File: config.mk
export PLATFORM = sky130hd
export DESIGN_NAME = multicycle_ctrl_flat
export DESIGN_NICKNAME = d
export VERILOG_FILES = /design/src/rtl/multicycle_ctrl_if.sv /design/src/rtl/multicycle_ctrl.sv /design/src/flat_wrapper.sv
export SDC_FILE = /design/constraint.sdc
export NUM_CORES = 1
export LEC_CHECK = 0
export CAP_MARGIN = 20
export CORE_UTILIZATION = 35
export CTS_CLUSTER_SIZE = 12
export DETAILED_ROUTE_END_ITERATION = 6
export GPL_ROUTABILITY_DRIVEN = 0
export PLACE_DENSITY = 0.7
export SLEW_MARGIN = 20
export SYNTH_ARGS = -nofsm -noshare
export SYNTH_HDL_FRONTEND = slang
export SYNTH_SLANG_ARGS = --single-unit
export TNS_END_PERCENT = 100
File: constraint.sdc
create_clock -name clk -period 2.5 [get_ports clk]
set_input_delay 0.625 -clock clk [delete_from_list [all_inputs] [get_ports clk]]
set_output_delay 0.625 -clock clk [all_outputs]
set_load 0.01 [all_outputs]
File: src/rtl/multicycle_ctrl_if.sv
`default_nettype none
// ============================================================================
//  Module      : multicycle_ctrl_if
//  Description : Instruction/flag inputs and datapath control outputs of the
//                multicycle RV32I sequencer.
//  Revision    : 1.0
// ============================================================================
interface multicycle_ctrl_if #(
    parameter int DATA_WIDTH = 32,
    parameter int CNT_WIDTH  = 16
);
    logic                  trigger;
    logic [DATA_WIDTH-1:0] instr;
    logic                  zero;

    logic                  PCWrite;
    logic                  AdrSrc;
    logic                  IRWrite;
    logic                  MemWrite;
    logic                  RegWrite;
    logic [1:0]            ResultSrc;
    logic [1:0]            ALUSrcA;
    logic [1:0]            ALUSrcB;
    logic [2:0]            ALUctrl;
    logic [1:0]            ImmSrc;
    logic                  busy;
    logic                  halted;
    logic [CNT_WIDTH-1:0]  instret;

    modport master (
        output trigger, instr, zero,
        input  PCWrite, AdrSrc, IRWrite, MemWrite, RegWrite, ResultSrc,
               ALUSrcA, ALUSrcB, ALUctrl, ImmSrc, busy, halted, instret
    );

    modport slave (
        input  trigger, instr, zero,
        output PCWrite, AdrSrc, IRWrite, MemWrite, RegWrite, ResultSrc,
               ALUSrcA, ALUSrcB, ALUctrl, ImmSrc, busy, halted, instret
    );
endinterface
`default_nettype wire

File: src/rtl/multicycle_ctrl.sv
`default_nettype none
// ============================================================================
//  Module      : multicycle_ctrl
//  Description : Moore sequencer for a shared-ALU, single-memory RV32I
//                datapath with a saturating retired-instruction counter.
//  Revision    : 1.0
// ============================================================================
module multicycle_ctrl #(
    parameter int DATA_WIDTH = 32,
    parameter int CNT_WIDTH  = 16,
    parameter bit AUTO_START = 1'b0
) (
    input  wire logic          clk,
    input  wire logic          rst,
    multicycle_ctrl_if.slave   bus
);

    typedef enum logic [3:0] {
        c_IDLE     = 4'd0,
        c_FETCH    = 4'd1,
        c_DECODE   = 4'd2,
        c_MEMADR   = 4'd3,
        c_MEMREAD  = 4'd4,
        c_MEMWB    = 4'd5,
        c_MEMWRITE = 4'd6,
        c_EXECR    = 4'd7,
        c_EXECI    = 4'd8,
        c_ALUWB    = 4'd9,
        c_BRANCH   = 4'd10,
        c_JAL      = 4'd11,
        c_HALT     = 4'd12
    } state_t;

    localparam logic [6:0] c_OP_LOAD   = 7'b0000011;
    localparam logic [6:0] c_OP_STORE  = 7'b0100011;
    localparam logic [6:0] c_OP_RTYPE  = 7'b0110011;
    localparam logic [6:0] c_OP_ITYPE  = 7'b0010011;
    localparam logic [6:0] c_OP_BRANCH = 7'b1100011;
    localparam logic [6:0] c_OP_JAL    = 7'b1101111;

    localparam logic [2:0] c_ALU_ADD = 3'b000;
    localparam logic [2:0] c_ALU_SUB = 3'b001;
    localparam logic [2:0] c_ALU_AND = 3'b010;
    localparam logic [2:0] c_ALU_OR  = 3'b011;
    localparam logic [2:0] c_ALU_SLT = 3'b101;

    state_t                r_state;
    state_t                w_next_state;
    logic [CNT_WIDTH-1:0]  r_instret;

    logic [DATA_WIDTH-1:0] w_instr;
    logic [6:0]            w_opcode;
    logic [2:0]            w_funct3;
    logic                  w_funct3_ok;
    logic [2:0]            w_alu_dec;
    logic                  w_unused_instr;

    logic                  w_pcwrite;
    logic                  w_adrsrc;
    logic                  w_irwrite;
    logic                  w_memwrite;
    logic                  w_regwrite;
    logic [1:0]            w_resultsrc;
    logic [1:0]            w_alusrca;
    logic [1:0]            w_alusrcb;
    logic [2:0]            w_aluctrl;
    logic [1:0]            w_immsrc;
    logic                  w_retire;

    assign w_instr        = bus.instr;
    assign w_opcode       = w_instr[6:0];
    assign w_funct3       = w_instr[14:12];
    assign w_unused_instr = ^w_instr;

    // Only add/slt/or/and are implemented for R- and I-type arithmetic
    assign w_funct3_ok = (w_funct3 == 3'b000) || (w_funct3 == 3'b010) ||
                         (w_funct3 == 3'b110) || (w_funct3 == 3'b111);

    always_comb begin
        w_alu_dec = c_ALU_ADD;
        case (w_funct3)
            3'b000:  w_alu_dec = ((w_opcode == c_OP_RTYPE) && w_instr[30]) ? c_ALU_SUB : c_ALU_ADD;
            3'b010:  w_alu_dec = c_ALU_SLT;
            3'b110:  w_alu_dec = c_ALU_OR;
            3'b111:  w_alu_dec = c_ALU_AND;
            default: w_alu_dec = c_ALU_ADD;
        endcase
    end

    always_comb begin
        w_immsrc = 2'b00;
        case (w_opcode)
            c_OP_STORE:  w_immsrc = 2'b01;
            c_OP_BRANCH: w_immsrc = 2'b10;
            c_OP_JAL:    w_immsrc = 2'b11;
            default:     w_immsrc = 2'b00;
        endcase
    end

    always_ff @(posedge clk or posedge rst) begin
        if (rst) begin
            r_state <= c_IDLE;
        end else begin
            r_state <= w_next_state;
        end
    end

    always_comb begin
        w_next_state = r_state;
        w_pcwrite    = 1'b0;
        w_adrsrc     = 1'b0;
        w_irwrite    = 1'b0;
        w_memwrite   = 1'b0;
        w_regwrite   = 1'b0;
        w_resultsrc  = 2'b00;
        w_alusrca    = 2'b00;
        w_alusrcb    = 2'b00;
        w_aluctrl    = c_ALU_ADD;
        w_retire     = 1'b0;
        case (r_state)
            c_IDLE: begin
                if (AUTO_START || bus.trigger) w_next_state = c_FETCH;
            end
            c_FETCH: begin
                w_irwrite    = 1'b1;
                w_pcwrite    = 1'b1;
                w_alusrcb    = 2'b10;
                w_resultsrc  = 2'b10;
                w_next_state = c_DECODE;
            end
            c_DECODE: begin
                w_alusrca = 2'b01;
                w_alusrcb = 2'b01;
                case (w_opcode)
                    c_OP_LOAD, c_OP_STORE: w_next_state = c_MEMADR;
                    c_OP_RTYPE:  w_next_state = w_funct3_ok ? c_EXECR : c_HALT;
                    c_OP_ITYPE:  w_next_state = w_funct3_ok ? c_EXECI : c_HALT;
                    c_OP_BRANCH: w_next_state = (w_funct3[2:1] == 2'b00) ? c_BRANCH : c_HALT;
                    c_OP_JAL:    w_next_state = c_JAL;
                    default:     w_next_state = c_HALT;
                endcase
            end
            c_MEMADR: begin
                w_alusrca    = 2'b10;
                w_alusrcb    = 2'b01;
                w_next_state = (w_opcode == c_OP_LOAD) ? c_MEMREAD : c_MEMWRITE;
            end
            c_MEMREAD: begin
                w_adrsrc     = 1'b1;
                w_next_state = c_MEMWB;
            end
            c_MEMWB: begin
                w_resultsrc  = 2'b01;
                w_regwrite   = 1'b1;
                w_retire     = 1'b1;
                w_next_state = c_FETCH;
            end
            c_MEMWRITE: begin
                w_adrsrc     = 1'b1;
                w_memwrite   = 1'b1;
                w_retire     = 1'b1;
                w_next_state = c_FETCH;
            end
            c_EXECR: begin
                w_alusrca    = 2'b10;
                w_aluctrl    = w_alu_dec;
                w_next_state = c_ALUWB;
            end
            c_EXECI: begin
                w_alusrca    = 2'b10;
                w_alusrcb    = 2'b01;
                w_aluctrl    = w_alu_dec;
                w_next_state = c_ALUWB;
            end
            c_ALUWB: begin
                w_regwrite   = 1'b1;
                w_retire     = 1'b1;
                w_next_state = c_FETCH;
            end
            c_BRANCH: begin
                // funct3[0] selects bne, which takes the branch on !zero
                w_alusrca    = 2'b10;
                w_aluctrl    = c_ALU_SUB;
                w_pcwrite    = bus.zero ^ w_funct3[0];
                w_retire     = 1'b1;
                w_next_state = c_FETCH;
            end
            c_JAL: begin
                w_alusrca    = 2'b01;
                w_alusrcb    = 2'b10;
                w_pcwrite    = 1'b1;
                w_next_state = c_ALUWB;
            end
            c_HALT: begin
                w_next_state = c_HALT;
            end
            default: begin
                w_next_state = c_IDLE;
            end
        endcase
    end

    always_ff @(posedge clk or posedge rst) begin
        if (rst) begin
            r_instret <= '0;
        end else if (w_retire && (r_instret != {CNT_WIDTH{1'b1}})) begin
            r_instret <= r_instret + {{(CNT_WIDTH-1){1'b0}}, 1'b1};
        end
    end

    assign bus.PCWrite   = w_pcwrite;
    assign bus.AdrSrc    = w_adrsrc;
    assign bus.IRWrite   = w_irwrite;
    assign bus.MemWrite  = w_memwrite;
    assign bus.RegWrite  = w_regwrite;
    assign bus.ResultSrc = w_resultsrc;
    assign bus.ALUSrcA   = w_alusrca;
    assign bus.ALUSrcB   = w_alusrcb;
    assign bus.ALUctrl   = w_aluctrl;
    assign bus.ImmSrc    = w_immsrc;
    assign bus.busy      = (r_state != c_IDLE) && (r_state != c_HALT);
    assign bus.halted    = (r_state == c_HALT);
    assign bus.instret   = r_instret;

endmodule
`default_nettype wire

File: src/flat_wrapper.sv
// flat-port wrapper written by rule: the top's interface ports become plain ports
module multicycle_ctrl_flat 
#(
    parameter int DATA_WIDTH = 32,
    parameter int CNT_WIDTH  = 16,
    parameter bit AUTO_START = 1'b0
)
  (clk, rst, bus_trigger, bus_instr, bus_zero, bus_PCWrite, bus_AdrSrc, bus_IRWrite, bus_MemWrite, bus_RegWrite, bus_ResultSrc, bus_ALUSrcA, bus_ALUSrcB, bus_ALUctrl, bus_ImmSrc, bus_busy, bus_halted, bus_instret);
  multicycle_ctrl_if #(.DATA_WIDTH(DATA_WIDTH), .CNT_WIDTH(CNT_WIDTH)) bus_i ();
  input  wire logic clk;
  input  wire logic rst;
  input wire logic [$bits(bus_i.trigger)-1:0] bus_trigger;
  input wire logic [$bits(bus_i.instr)-1:0] bus_instr;
  input wire logic [$bits(bus_i.zero)-1:0] bus_zero;
  output wire logic [$bits(bus_i.PCWrite)-1:0] bus_PCWrite;
  output wire logic [$bits(bus_i.AdrSrc)-1:0] bus_AdrSrc;
  output wire logic [$bits(bus_i.IRWrite)-1:0] bus_IRWrite;
  output wire logic [$bits(bus_i.MemWrite)-1:0] bus_MemWrite;
  output wire logic [$bits(bus_i.RegWrite)-1:0] bus_RegWrite;
  output wire logic [$bits(bus_i.ResultSrc)-1:0] bus_ResultSrc;
  output wire logic [$bits(bus_i.ALUSrcA)-1:0] bus_ALUSrcA;
  output wire logic [$bits(bus_i.ALUSrcB)-1:0] bus_ALUSrcB;
  output wire logic [$bits(bus_i.ALUctrl)-1:0] bus_ALUctrl;
  output wire logic [$bits(bus_i.ImmSrc)-1:0] bus_ImmSrc;
  output wire logic [$bits(bus_i.busy)-1:0] bus_busy;
  output wire logic [$bits(bus_i.halted)-1:0] bus_halted;
  output wire logic [$bits(bus_i.instret)-1:0] bus_instret;
  assign bus_i.trigger = bus_trigger;
  assign bus_i.instr = bus_instr;
  assign bus_i.zero = bus_zero;
  assign bus_PCWrite = bus_i.PCWrite;
  assign bus_AdrSrc = bus_i.AdrSrc;
  assign bus_IRWrite = bus_i.IRWrite;
  assign bus_MemWrite = bus_i.MemWrite;
  assign bus_RegWrite = bus_i.RegWrite;
  assign bus_ResultSrc = bus_i.ResultSrc;
  assign bus_ALUSrcA = bus_i.ALUSrcA;
  assign bus_ALUSrcB = bus_i.ALUSrcB;
  assign bus_ALUctrl = bus_i.ALUctrl;
  assign bus_ImmSrc = bus_i.ImmSrc;
  assign bus_busy = bus_i.busy;
  assign bus_halted = bus_i.halted;
  assign bus_instret = bus_i.instret;
  multicycle_ctrl #(.DATA_WIDTH(DATA_WIDTH), .CNT_WIDTH(CNT_WIDTH), .AUTO_START(AUTO_START)) u_core (.clk(clk), .rst(rst), .bus(bus_i));
endmodule
# Yosys cells after proc, flatten, opt, wreduce, memory -nomap -nowiden
# Index checks and enable logic that the tools add are counted.
# Widths: inputs -> output; s select.
classes:
  add_sub_neg: 1
  eq_ne: 24
  mux: 20
  n_bitwise: 1
  n_reduce_logical: 20
ops:
  columns: ["operator", "count"]
  rows:
  - ["$pmux 4 s8", 1]
  - ["$eq 4x4->1 const B", 5]
  - ["$pmux 4 s5", 1]
  - ["$add 16x1->16 const B", 1]
  - ["$eq 4x3->1 const B", 4]
  - ["$ne 16x16->1 const B", 1]
  - ["$eq 7x6->1 const B", 2]
  - ["$eq 7x7->1 const B", 2]
  - ["$pmux 2 s2", 3]
  - ["$pmux 3 s4", 1]
  - ["$reduce_or 2->1", 6]
  - ["$eq 4x2->1 const B", 2]
  - ["$mux 4", 2]
  - ["$reduce_or 4->1", 2]
  - ["$eq 7x2->1 const B", 1]
  - ["$eq 7x5->1 const B", 1]
  - ["$eq 3x3->1 const B", 2]
  - ["$mux 1", 6]
  - ["$mux 3", 2]
  - ["$pmux 2 s3", 1]
  - ["$pmux 3 s2", 1]
  - ["$reduce_or 3->1", 2]
  - ["$eq 4x1->1 const B", 1]
  - ["$logic_not 4->1", 1]
  - ["other kinds (11)", 15]
totals:
  word_cells: 68
  out_inout_bits: 34
  register_bits: 20

# Logic depth before layout (Yosys ltp)
# Gate-level depths: netlist (run 1).
logic_depth:
  ltp_word: 7
  ltp_mapped: 6
  depth_no_buf: 6

# Least setup slack after synthesis (run 1)
# OpenSTA, ideal clock, no wires.
synth_path:
  path_type: "input -> output"
  startpoint: "input port bus_instr[2]"
  endpoint: "output port bus_ALUctrl[0]"
  path_stages: 5
  required_time_ps: 1875
  slack_ps: 378
  arrival_time_ps: 1497
  path_cell_list: "nor3_1 > a41oi_1 > nor2_1 > o21ai_0 > nand2_1"
synth_via:
  elab_chain_len: 5
synth_lines:
  columns: ["item", "line_no", "text"]
  rows:
  - ["start, declared", "flat_wrapper.sv:13", "input wire logic [$bits(bus_i.instr)-1:0] bus_instr;"]
  - ["$eq 7x6->1", "multicycle_ctrl.sv:82", "3'b000: w_alu_dec = ((w_opcode == c_OP_RTYPE) && w_instr[30]) ? c_ALU_SUB : c_ALU_ADD;"]
  - ["$logic_and 1x1->1", "multicycle_ctrl.sv:82", null]
  - ["$mux 1", "multicycle_ctrl.sv:82", null]
  - ["$pmux 3 s4", "multicycle_ctrl.sv:81", "case (w_funct3)"]
  - ["$pmux 3 s2", "multicycle_ctrl.sv:120", "case (r_state)"]
  - ["end, declared", "flat_wrapper.sv:23", "output wire logic [$bits(bus_i.ALUctrl)-1:0] bus_ALUctrl;"]
# No other way between the ends.

# Worst setup path after layout (run 1)
layout_path:
  startpoint: "input port bus_instr[4]"
  endpoint: "output port bus_ALUctrl[0]"
# The elaborated chain is that of the path after synthesis.

==> summary by stage, run 1 <==
Run status
The run finished with clean final reports.

Clock network
The insertion delay of the later-clocked pin in the worst-skew pair is approximately 0.25 ns. The number of buffers on the longest clock path is 2. The clock drives 20 sinks. Clock-pin slew was measured on the worst setup and hold paths at around 0.070 ns. CTS placed an instance of clkbuf_8 at the clock tree root.

CTS built an H-tree with a depth of 1. The TritonCTS clock tree is yes. TritonCTS created 3 clock buffers.

Power
The total power of the final layout is between 1.5 and 2 mW. Power spread over the standard cell area amounts to between 700 and 800 mW/mm2. The worst-case IR drop observed on VDD is approximately 0.46 mV. The static power due to leakage is approximately 0.97 nW.

Timing
The worst hold slack after final layout is about 0.48 ns. The final-report max-slew violation count is 0. The final count of negative-setup-slack endpoints is 0. The clock tree skew after final layout is just under 0.004 ns. Setup repair after global routing left no endpoint under its margin. At the pin with the least slew margin, the transition time is about 0.43 ns. In the finished design, the share of the clock period the worst path needs comes to 97.7%. The maximum clock rate is between 0.4 and 0.5 GHz. The number of hold violations in the final report came to 0. In this run the tightest slew margin relative to its limit is around 71%.

The final critical delay including setup and external delays is between 2 and 2.5 ns.

Yosys
The count of cell types in the netlist is 41. The leading register cell type out of synthesis is dfrtp_1. Yosys mapped a number of flops with a built-in enable equal to 0. The gate count of the mapped netlist is 170. In this run the cell area of the synthesized design comes to 0.00138 mm2.

During synthesis, Yosys emitted a total of 0 warnings. The share of synthesized registers carrying an async set or reset is between 90% and 100%. The post-synthesis sequential element count is 20.

The average instance area after synthesis is about 8.1 um2. The number of nets in the synthesized netlist is roughly 210. For this run, the register share of the synthesized area comes to 36.3%.

Final layout
Leaving out fill and tap cells, the most frequent cells in the layout are clkdlybuf4s50_1 (37), nor2_1 (23), nand2_1 (22), buf_4 (21), dfrtp_1 (17). The number of antenna diodes in the final layout is 0. Relative to the synthesized area, the layout overhead comes to 55.0%. In the final layout, the share of cells above drive strength 1 is between 10% and 20%. The library cell used most frequently in the layout, excluding fill and tap cells, is clkdlybuf4s50_1. The fill cell instance count of the final layout is between 300 and 400. The sequential cells in the finished layout cover a total of ~500 um2. The multi-input combinational cells in the finished layout cover a total of 868 um2. The final layout net count is between 200 and 300.

Floorplanning
The number of core rows is 22. The number of top-level pins is 70. The height of the die is approximately 65 um. The full die area is approximately 0.0042 mm2. The starting density of the core is a little under two fifths. The area of the core is between 0.003 and 0.004 mm2. The die outline width is ~65 um.

Setup path
Of all nets on the critical path, the largest fanout is 2. The delay of the slowest cell on the worst path is about 0.47 ns. The arrival time at the worst endpoint is about 1.8 ns.

At the worst endpoint, the required time is approximately 1.9 ns. The critical path goes through clkdlybuf4s50_1 -> and4b_1 -> a41oi_2 -> nor2_2 -> o21ai_1 -> nand2_1 -> buf_2. The critical path start-end classification is in -> out.

The worst path buffer plus inverter count is 2. The critical path capture point type is an output pin. On the critical path, the stage with the largest delay is an instance of clkdlybuf4s50_1. The worst setup path is launched from an input port.

Grouping stages by cell kind, the critical path spends the most delay in buffers and inverters.

Drt
The final wirelength is about 3300 um. The antenna violation net count after detailed routing is 0. In the routed design, unresolved DRC markers number 0.

The total iterations of the first detailed-routing run is 4. The average wire per standard cell is 11.6 um. The number of vias per cell after detailed routing is between 5 and 6. Summing over every cut layer, the via total after detailed routing is 1437. The count of routing violations after the opening detailed-route iteration is 53.

GRT
The number of global-route vias before repair is about 1400. Entering global routing, the biggest net connects 21 pins. Global routing consumed, over all layers together, around 17% of the routing resources. The first global-routing pass estimated about 5900 um of wire. The initial antenna violation count is 0. The total overflow left after global routing is 0.

Place
Port buffering added 48 buffers. After legalization and detailed placement, the total HPWL measured 2490 um.

Min path
The tightest min-delay check is of the reg -> reg type.

Flow run
The max-capacitance violation count is 0.
==> power by group <==
part           total (mW)  switching [mW]  internal [mW]
Sequential          0.532           0.136          0.397
Combinational       0.863           0.414          0.449
Clock               0.242           0.102          0.140
Total                1.64           0.652          0.986
==> path summary, 6_finish.rpt <==
check / from / to / slack [ns] / cells after the start
worst max-delay path: bus_instr[4] / bus_ALUctrl[0] / 0.06 / 7
worst min-delay path: u_core.bus.instret[6] / u_core.bus.instret[6] / 0.48 / 1
worst max register to register: u_core.r_state[0] / u_core.bus.instret[15] / 0.63 / 6
worst min register to register: u_core.bus.instret[6] / u_core.bus.instret[6] / 0.48 / 1
max in group asynchronous: rst / u_core.r_state[0] / 1.59 / 3
min in group asynchronous: rst / u_core.bus.instret[1] / 0.69 / 3
==> metrics by stage <==
step                      util [%]  TNS, ns  std cells  setup slack, ns  area [um2]
after detailed placement      54.8    -1.53        280           -0.467        2040
after CTS                     56.7        0        285           0.0148        2110
final                         57.4        0        286           0.0584        2130
after floorplan                  -        0        170            0.378        1380
after global placement        54.8    -1.58        280           -0.453        2040
after global routing          57.4        0        286          0.00157        2130
==> what timing repair did <==
item                                    4_1_cts  5_1_grt
pin swaps                                     3        5
endpoints found under the setup margin        9        7
resized for setup                            20       12
buffers inserted                              1        1
hold buffers                                  0        0
==> flip-flops by register name (all words and copies together), names as in the netlist <==
| name | cells |
|---|---|
| u_core.bus.instret | 16 |
| u_core.r_state | 4 |
==> Yosys cell counts, types with 2 or more instances <==
cell type / count / area share (%)
nor2_1: 25 / 6.8
and4_1: 3 / 1.9
nand4b_1: 2 / 1.3
dfrtp_1: 20 / 36
inv_1: 7 / 1.9
nand3_1: 14 / 5.1
nand2_1: 22 / 6.0
nand4_1: 4 / 1.8
and3_1: 3 / 1.4
clkbuf_1: 3 / 0.82
mux2_2: 2 / 1.6
o21ai_0: 6 / 2.2
nand2b_1: 6 / 2.7
xnor2_1: 5 / 3.2
xor2_1: 10 / 6.4
nor3_2: 2 / 1.5
a21oi_1: 10 / 3.6
nor3_1: 3 / 1.1
==> layout make-up <==
class	count	share of cell area (%)
sequential	20	23.6
clock buffer	4	2.58
tap	48	2.81
multi-input combinational	138	40.7
inverter	7	1.23
timing repair buffer	69	29.1
==> routing by layer <==
layer | share of wire (%) | vias to the layer above | wire, um | GRT usage, %
met3 | 4.9 | 4 | 163 | 2.64
met5 | 0 | - | 0 | 0
met4 | 0.51 | 0 | 17 | 3.33
met1 | 46 | 648 | 1530 | 23.4
li1 | - | 737 | - | -
met2 | 49 | 48 | 1610 | 29.4
==> kinds of logic after synthesis <==
family,after synthesis,share of synthesized area (%)
adders and majority gates,1,0.908
and+or+nand+nor,93,35.2
xor gates and xnor gates,15,9.54
buffers and inverters,12,3.63
DFF,20,36.3
AOI/OAI and AO/OA,26,12.0
muxes,3,2.45
(Power assumes the default switching activity.)
==> run 2, diff against run 1 <==
--- a/config.mk
+++ b/config.mk
@@ -6,11 +6,13 @@
 export NUM_CORES = 1
 export LEC_CHECK = 0
 export CAP_MARGIN = 20
-export CORE_UTILIZATION = 35
+export CELL_PAD_IN_SITES_DETAIL_PLACEMENT = 2
+export CELL_PAD_IN_SITES_GLOBAL_PLACEMENT = 2
+export CORE_UTILIZATION = 23
 export CTS_CLUSTER_SIZE = 12
 export DETAILED_ROUTE_END_ITERATION = 6
 export GPL_ROUTABILITY_DRIVEN = 0
-export PLACE_DENSITY = 0.7
+export PLACE_DENSITY = 0.84
 export SLEW_MARGIN = 20
 export SYNTH_ARGS = -nofsm -noshare
 export SYNTH_HDL_FRONTEND = slang
==> run 2 against run 1 <==
  * Sequential power is 7.5% lower
  * Clock-buffer cell count fell by 1
  * Worst setup slack better by 0.031 ns
  * Register-to-register slack got worse by 0.13 ns
  * Cell count increased by 11%
  * First-iteration DRC count increased by 5.7%
  * Utilization is 18 points lower
  * Largest power group unchanged
==> summary by stage, run 2 (synthesized netlist as in run 1, its figures left out) <==
Run status
Outcome: finished clean (unchanged).

Clock network
The CTS root buffer is clkbuf_8 (unchanged). The clock-pin slew on the worst setup and hold paths came to 0.07 ns (about the same). The insertion delay of the later-clocked pin in the worst-skew pair is 0.26 ns (was 0.25 ns). The TritonCTS clock tree is yes (unchanged). The TritonCTS buffer count is 3 (unchanged).

The total number of H-tree levels is 1 (unchanged). The clock sink count is 20 (unchanged). The number of buffers on the longest clock path is 2 (unchanged).

Final layout
The flip-flop count of the largest register, all copies and words added was 16 (unchanged). The final layout net count was 285 (was 276). The final cell area excluding filler cells is 0.00225 mm2 (was 0.00213 mm2).

The final cell count without fillers was 318 (was 286). The fill cell instance count of the final layout came to 644 (was 343). Commonest cells after routing, fill and taps aside: clkdlybuf4s50_1 (31), buf_4 (29), nand2_1 (22), nor2_1 (22), dfrtp_1 (19) (was clkdlybuf4s50_1 (37), nor2_1 (23), nand2_1 (22), buf_4 (21), dfrtp_1 (17)). The final antenna diode count came to 0 (unchanged). The fraction of the core area covered by cells at the end of the flow came to 39.9% (was 57.4%). The most frequent standard cell in the layout excluding fill and tap cells is clkdlybuf4s50_1 (unchanged). The fraction of final layout cells sized beyond drive strength 1 is 22.8% (was 19.3%). The layout overhead on the synthesized area is 63.2% (was 55.0%).

Place
The count of port buffers added during placement came to 48 (unchanged). The detailed-placement wirelength estimate was 3910 um (was 2490 um). The total instance count after detailed placement is 310 (was 280). The area of placed instances is 0.00211 mm2 (was 0.00204 mm2).

Drt
The average wire per standard cell is 15.9 um (was 11.6 um). The post-detailed-route DRC marker count is 0 (unchanged). The total number of vias came to 1560 (was 1437). The count of routing violations after the opening detailed-route iteration is 56 (was 53). The antenna violation net count after detailed routing was 0 (unchanged). The final wirelength is 5060 um (was 3320 um). The number of vias per cell after detailed routing is 4.91 (was 5.02).

The total iterations of the first detailed-routing run came to 4 (unchanged).

Setup path
The startpoint of the worst-slack reg-to-reg timing path was u_core.r_state[0] (unchanged). The worst path buffer plus inverter count was 2 (unchanged). The startpoint type of the worst setup path is a register (was input port).

The family of cells with the greatest summed delay on the critical path is buffers and inverters (unchanged). The highest net fanout along the worst path is 6 (was 2). The delay of the slowest cell on the worst path is 0.55 ns (was 0.47 ns). The arrival time at the worst endpoint came to 1.79 ns (was 1.82 ns). The cell depth of the worst flop-to-flop path is 6 (unchanged).

The critical path startpoint is u_core.r_state[0] (was bus_instr[4]). The cell at the slowest stage of the critical path is clkdlybuf4s50_1 (unchanged). The data required time of the worst path is 1.88 ns (about the same). The critical path start-end classification was reg -> out (was in -> out).

The terminus of the critical flop-to-flop path was u_core.bus.instret[15] (unchanged). The register-to-register setup slack is 0.50 ns (was 0.63 ns). Series of cell instances along the critical path: inv_1 -> nand2_1 -> nand3b_1 -> a21oi_1 -> clkdlybuf4s50_1 (was clkdlybuf4s50_1 -> and4b_1 -> a41oi_2 -> nor2_2 -> o21ai_1 -> nand2_1 -> buf_2).

The critical path capture point type is an output pin (unchanged).

Floorplanning
The number of core rows is 27 (was 22). The number of top-level pins came to 70 (unchanged). The height of the die was 79.4 um (was 64.7 um). The starting density of the core is 24.4% (was 37.1%). The full die area is 0.00630 mm2 (was 0.00419 mm2). The die outline width came to 79.4 um (was 64.7 um). The area of the core is 0.00564 mm2 (was 0.00372 mm2).

Power
The worst supply voltage drop on vdd is 0.212 mV (was 0.457 mV). The power per unit of standard cell area is 770 mW/mm2 (was 767 mW/mm2). The static power due to leakage is 1.08 nW (was 0.969 nW).

Timing
The final count of negative-setup-slack endpoints was 0 (unchanged). The clock tree skew after final layout was 0.00483 ns (was 0.00392 ns). The slew at the pin closest to its max-slew limit is 0.350 ns (was 0.427 ns).

The final critical delay including setup and external delays was 2.41 ns (was 2.44 ns). The worst-case headroom to the max-slew limit is 76.6% (was 71.3%). The final clock period utilization by the worst path is 96.4% (was 97.7%). The number of hold violations in the final report is 0 (unchanged). The worst hold slack after final layout is 0.501 ns (was 0.480 ns). The maximum clock rate was 0.415 GHz (was 0.410 GHz).

The final-report max-slew violation count was 0 (unchanged).

Min path
The endpoint of the worst hold path is u_core.bus.instret[11] (was u_core.bus.instret[6]). The worst hold path cell count is 1 (unchanged). The critical hold path startpoint is u_core.bus.instret[11] (was u_core.bus.instret[6]).

The worst hold-check path type is reg -> reg (unchanged).

GRT
The total congestion overflow came to 0 (unchanged). The global-route wire length before repair came to 8430 um (was 5940 um). The number of global-route vias before repair was 1701 (was 1372). The initial antenna violation count is 0 (unchanged).

The total global routing track utilization is 16.9% (was 17.4%). The largest net degree at the start of global routing came to 21 (unchanged).

Flow run
The max-capacitance violation count was 0 (unchanged).
## run 2: cell count changes in the layout (fill, tap and decap cells not counted), sizes merged
cell,previous run,this run
buf,23,33
clkbuf,5,3
dlymetal6s2s,2,8
clkdlybuf4s50,37,31
## run 2: final cells by class
type,count,area [um2],share of cell area [%]
Multi-Input combinational cell,138,882,39.2
Clock buffer,3,41.3,1.84
Sequential cell,20,502,22.3
Inverter,7,26.3,1.17
Timing Repair Buffer,78,707,31.4
Tap cell,72,90.1,4.01
## run 2: timing repair
item,4_1_cts,5_1_grt
setup endpoints to repair,10,10
pin swaps,7,5
resized for setup,31,12
hold buffers,0,0
buffers inserted,1,4
## run 2: how the worst max path moves through the flow
stage / to / slack (ns) / cells after the start
after detailed placement: bus_ALUctrl[0] / -0.50 / 7
after floorplan: bus_ALUctrl[0] / 0.38 / 5
after global routing: bus_ALUSrcA[0] / -0.05 / 5
after global placement: bus_ALUctrl[0] / -0.48 / 7
after CTS: bus_ResultSrc[1] / 0.006 / 4
final: bus_ALUSrcA[0] / 0.09 / 5
## run 2: metal layers
layer / wire, um / GRT usage (%)
met5: 0 / 0
met4: 29 / 3.82
met3: 105 / 1.83
met2: 2870 / 33.0
met1: 2050 / 19.5
## run 2: through the flow
stage                     power [mW]  TNS [ns]  setup WS [ns]
final                           1.73         0         0.0897
after global routing            1.86   -0.0541        -0.0541
after CTS                       1.71         0        0.00561
after detailed placement        1.48     -1.72         -0.502
after global placement          1.43     -1.64         -0.477
after floorplan                0.956         0          0.378
## run 2: power breakdown
group | total [mW] | switching (mW) | internal [mW]
registers | 0.492 | 0.0984 | 0.394
logic | 1.03 | 0.525 | 0.503
clock network | 0.211 | 0.104 | 0.107
total | 1.73 | 0.728 | 1.00
==> run 3, diff against run 2 <==
--- a/config.mk
+++ b/config.mk
@@ -8,6 +8,7 @@
 export CAP_MARGIN = 20
 export CELL_PAD_IN_SITES_DETAIL_PLACEMENT = 2
 export CELL_PAD_IN_SITES_GLOBAL_PLACEMENT = 2
+export CORE_ASPECT_RATIO = 0.9
 export CORE_UTILIZATION = 23
 export CTS_CLUSTER_SIZE = 12
 export DETAILED_ROUTE_END_ITERATION = 6
==> run 3 against run 2 <==
  * Utilization about the same
  * Die area about the same
  * Clock skew shrank 0.00087 ns
==> summary by stage, run 3 (synthesized netlist as in run 1, its figures left out) <==
Floorplanning
The starting density of the core is 24.1% (was 24.4%). The height of the die is 75.4 um (was 79.4 um). The area of the core is 0.00573 mm2 (was 0.00564 mm2).

The full die area was 0.00630 mm2 (about the same). The number of top-level pins is 70 (unchanged). The number of core rows is 26 (was 27). The die outline width was 83.6 um (was 79.4 um).

Drt
The post-detailed-route DRC marker count is 0 (unchanged). The count of routing violations after the opening detailed-route iteration came to 33 (was 56). The final wirelength came to 5110 um (was 5060 um). The antenna violation net count after detailed routing is 0 (unchanged).

The total iterations of the first detailed-routing run came to 4 (unchanged). The number of vias per cell after detailed routing is 4.86 (was 4.91). The total number of vias is 1564 (was 1560). The average wire per standard cell is 15.9 um (about the same).

Final layout
Commonest cells after routing, fill and taps aside: buf_4 (35), clkdlybuf4s50_1 (33), nor2_1 (24), nand2_1 (22), dfrtp_1 (16) (was clkdlybuf4s50_1 (31), buf_4 (29), nand2_1 (22), nor2_1 (22), dfrtp_1 (19)). The flip-flop count of the largest register, all copies and words added came to 16 (unchanged). The most frequent standard cell in the layout excluding fill and tap cells is buf_4 (was clkdlybuf4s50_1). The final layout net count is 290 (was 285). The area of combinational cells with multiple inputs was 873 um2 (was 882 um2). The fill cell instance count of the final layout is 646 (was 644). The final antenna diode count is 0 (unchanged). The fraction of final layout cells sized beyond drive strength 1 is 23.8% (was 22.8%). The layout overhead on the synthesized area is 65.5% (was 63.2%). The fraction of the core area covered by cells at the end of the flow came to 39.8% (was 39.9%). The area occupied by registers is 505 um2 (was 502 um2).

Timing
The worst-case headroom to the max-slew limit is 69.8% (was 76.6%). The clock tree skew after final layout is 0.00397 ns (was 0.00483 ns). The slew at the pin closest to its max-slew limit came to 0.452 ns (was 0.350 ns). The number of hold violations in the final report is 0 (unchanged). The smallest setup slack after layout came to 0.0896 ns (was 0.0897 ns). The final-report max-slew violation count is 0 (unchanged).

The final count of negative-setup-slack endpoints was 0 (unchanged). The final clock period utilization by the worst path is 96.4% (about the same). Setup repair after global routing left no endpoint under its margin. The maximum clock rate was 0.415 GHz (about the same). The final critical delay including setup and external delays is 2.41 ns (about the same).

Setup path
The startpoint of the worst-slack reg-to-reg timing path was u_core.r_state[3] (was u_core.r_state[0]). The arrival time at the worst endpoint is 1.79 ns (about the same). The register-to-register setup slack is 0.62 ns (was 0.50 ns). The startpoint type of the worst setup path is a register (unchanged). The cell depth of the worst flop-to-flop path came to 6 (unchanged). The critical path capture point type is an output pin (unchanged). The terminus of the critical flop-to-flop path is u_core.bus.instret[15] (unchanged). The highest net fanout along the worst path was 7 (was 6). The critical path start-end classification is reg -> out (unchanged).

The data required time of the worst path is 1.88 ns (about the same).

Power
The power per unit of standard cell area is 804 mW/mm2 (was 770 mW/mm2). The portion of total power attributed to the clock network is 13.9% (was 12.2%). The internal power is 1.09 mW (was 1.00 mW). The combinational cell fraction of total power was 58.3% (was 59.4%). The fraction of power consumed by sequential logic is 27.8% (was 28.4%).

The net switching power of the design came to 0.745 mW (was 0.728 mW). The switching part of the total power is 40.6% (was 42.0%). The static power due to leakage is 1.07 nW (was 1.08 nW). The worst supply voltage drop on vdd is 0.398 mV (was 0.212 mV).

GRT
The global-route wire length before repair came to 8240 um (was 8430 um). The total global routing track utilization was 16.4% (was 16.9%). The initial antenna violation count is 0 (unchanged).

The number of global-route vias before repair came to 1646 (was 1701). The largest net degree at the start of global routing is 21 (unchanged). The total congestion overflow was 0 (unchanged).

Clock network
The clock-pin slew on the worst setup and hold paths is 0.08 ns (was 0.07 ns). The TritonCTS buffer count is 3 (unchanged). The total number of H-tree levels is 1 (unchanged). The insertion delay of the later-clocked pin in the worst-skew pair came to 0.26 ns (about the same). The CTS root buffer was clkbuf_8 (unchanged).

The number of hold buffers added after CTS was 0 (unchanged). The clock sink count is 20 (unchanged). The number of buffers on the longest clock path is 2 (unchanged). The TritonCTS clock tree is yes (unchanged).

Min path
The critical hold path startpoint is u_core.bus.instret[6] (was u_core.bus.instret[11]). The worst hold path cell count is 1 (unchanged). The endpoint of the worst hold path is u_core.bus.instret[6] (was u_core.bus.instret[11]). The worst hold-check path type is reg -> reg (unchanged).

Place
The worst setup slack before clock tree synthesis is -0.512 ns (was -0.502 ns). The count of port buffers added during placement is 48 (unchanged). The detailed-placement wirelength estimate is 3790 um (was 3910 um).

Flow run
The max-capacitance violation count is 0 (unchanged).

Run status
Outcome: finished clean (unchanged).
==> run 3: worst max-delay path by stage <==
stage,cells past startpoint,startpoint,end,slack (ns)
6_report,5,u_core.r_state[0],bus_ALUctrl[2],0.09
3_3_place_gp,6,bus_instr[2],bus_ImmSrc[0],-0.51
5_1_grt,5,u_core.r_state[0],bus_ALUctrl[2],0.003
3_5_place_dp,7,bus_instr[2],bus_ALUctrl[0],-0.51
4_1_cts,5,u_core.r_state[1],bus_ALUSrcB[1],0.001
2_1_floorplan,5,bus_instr[2],bus_ALUctrl[0],0.38
==> run 3: power by group through the flow <==
stage / Sequential [mW] / Combinational, mW / Clock [mW]
after CTS: 0.535 / 0.928 / 0.259
after global routing: 0.525 / 1.17 / 0.269
after global placement: 0.524 / 0.881 / 0
after detailed placement: 0.536 / 0.910 / 0
final: 0.510 / 1.07 / 0.255
after floorplan: 0.482 / 0.474 / 0
==> run 3: what timing repair did <==
action | in CTS | in global routing
endpoints found under the hold margin | 0 | 0
endpoints found under the setup margin | 13 | 10
setup buffers | 2 | 10
pin swaps | 7 | 7
gates resized for setup | 31 | 8
==> run 3: cell type report <==
type,count,area share (%)
multi-input cells,138,38.3
clock buffers,4,2.41
well taps,70,3.84
repair buffers,83,32.1
flip-flops and latches,20,22.2
inverters,7,1.15
==> run 3: stage by stage <==
stage          setup TNS, ns  hold WS, ns  total power [mW]  std cells  cell area [um2]
2_1_floorplan              0        0.516             0.956        170             1380
3_3_place_gp           -1.82        0.471              1.41        306             2090
3_5_place_dp           -1.81        0.503              1.45        306             2090
4_1_cts                    0        0.515              1.72        312             2180
5_1_grt                    0        0.533              1.97        322             2280
6_report                   0        0.503              1.83        322             2280
==> run 3: metal layers <==
metal	track usage [%]	wire length (um)
met5	0	0
met4	2.82	26
met3	2.17	125
met2	32.0	2730
met1	19.8	2230
==> run 3: critical path, cell delays in order (launching register included) <==
cell,delay (ns)
dfrtp_2,0.46
buf_4,0.16
nor4b_1,0.35
o21ai_1,0.14
nor3_1,0.13
dlygate4sd2_1,0.28
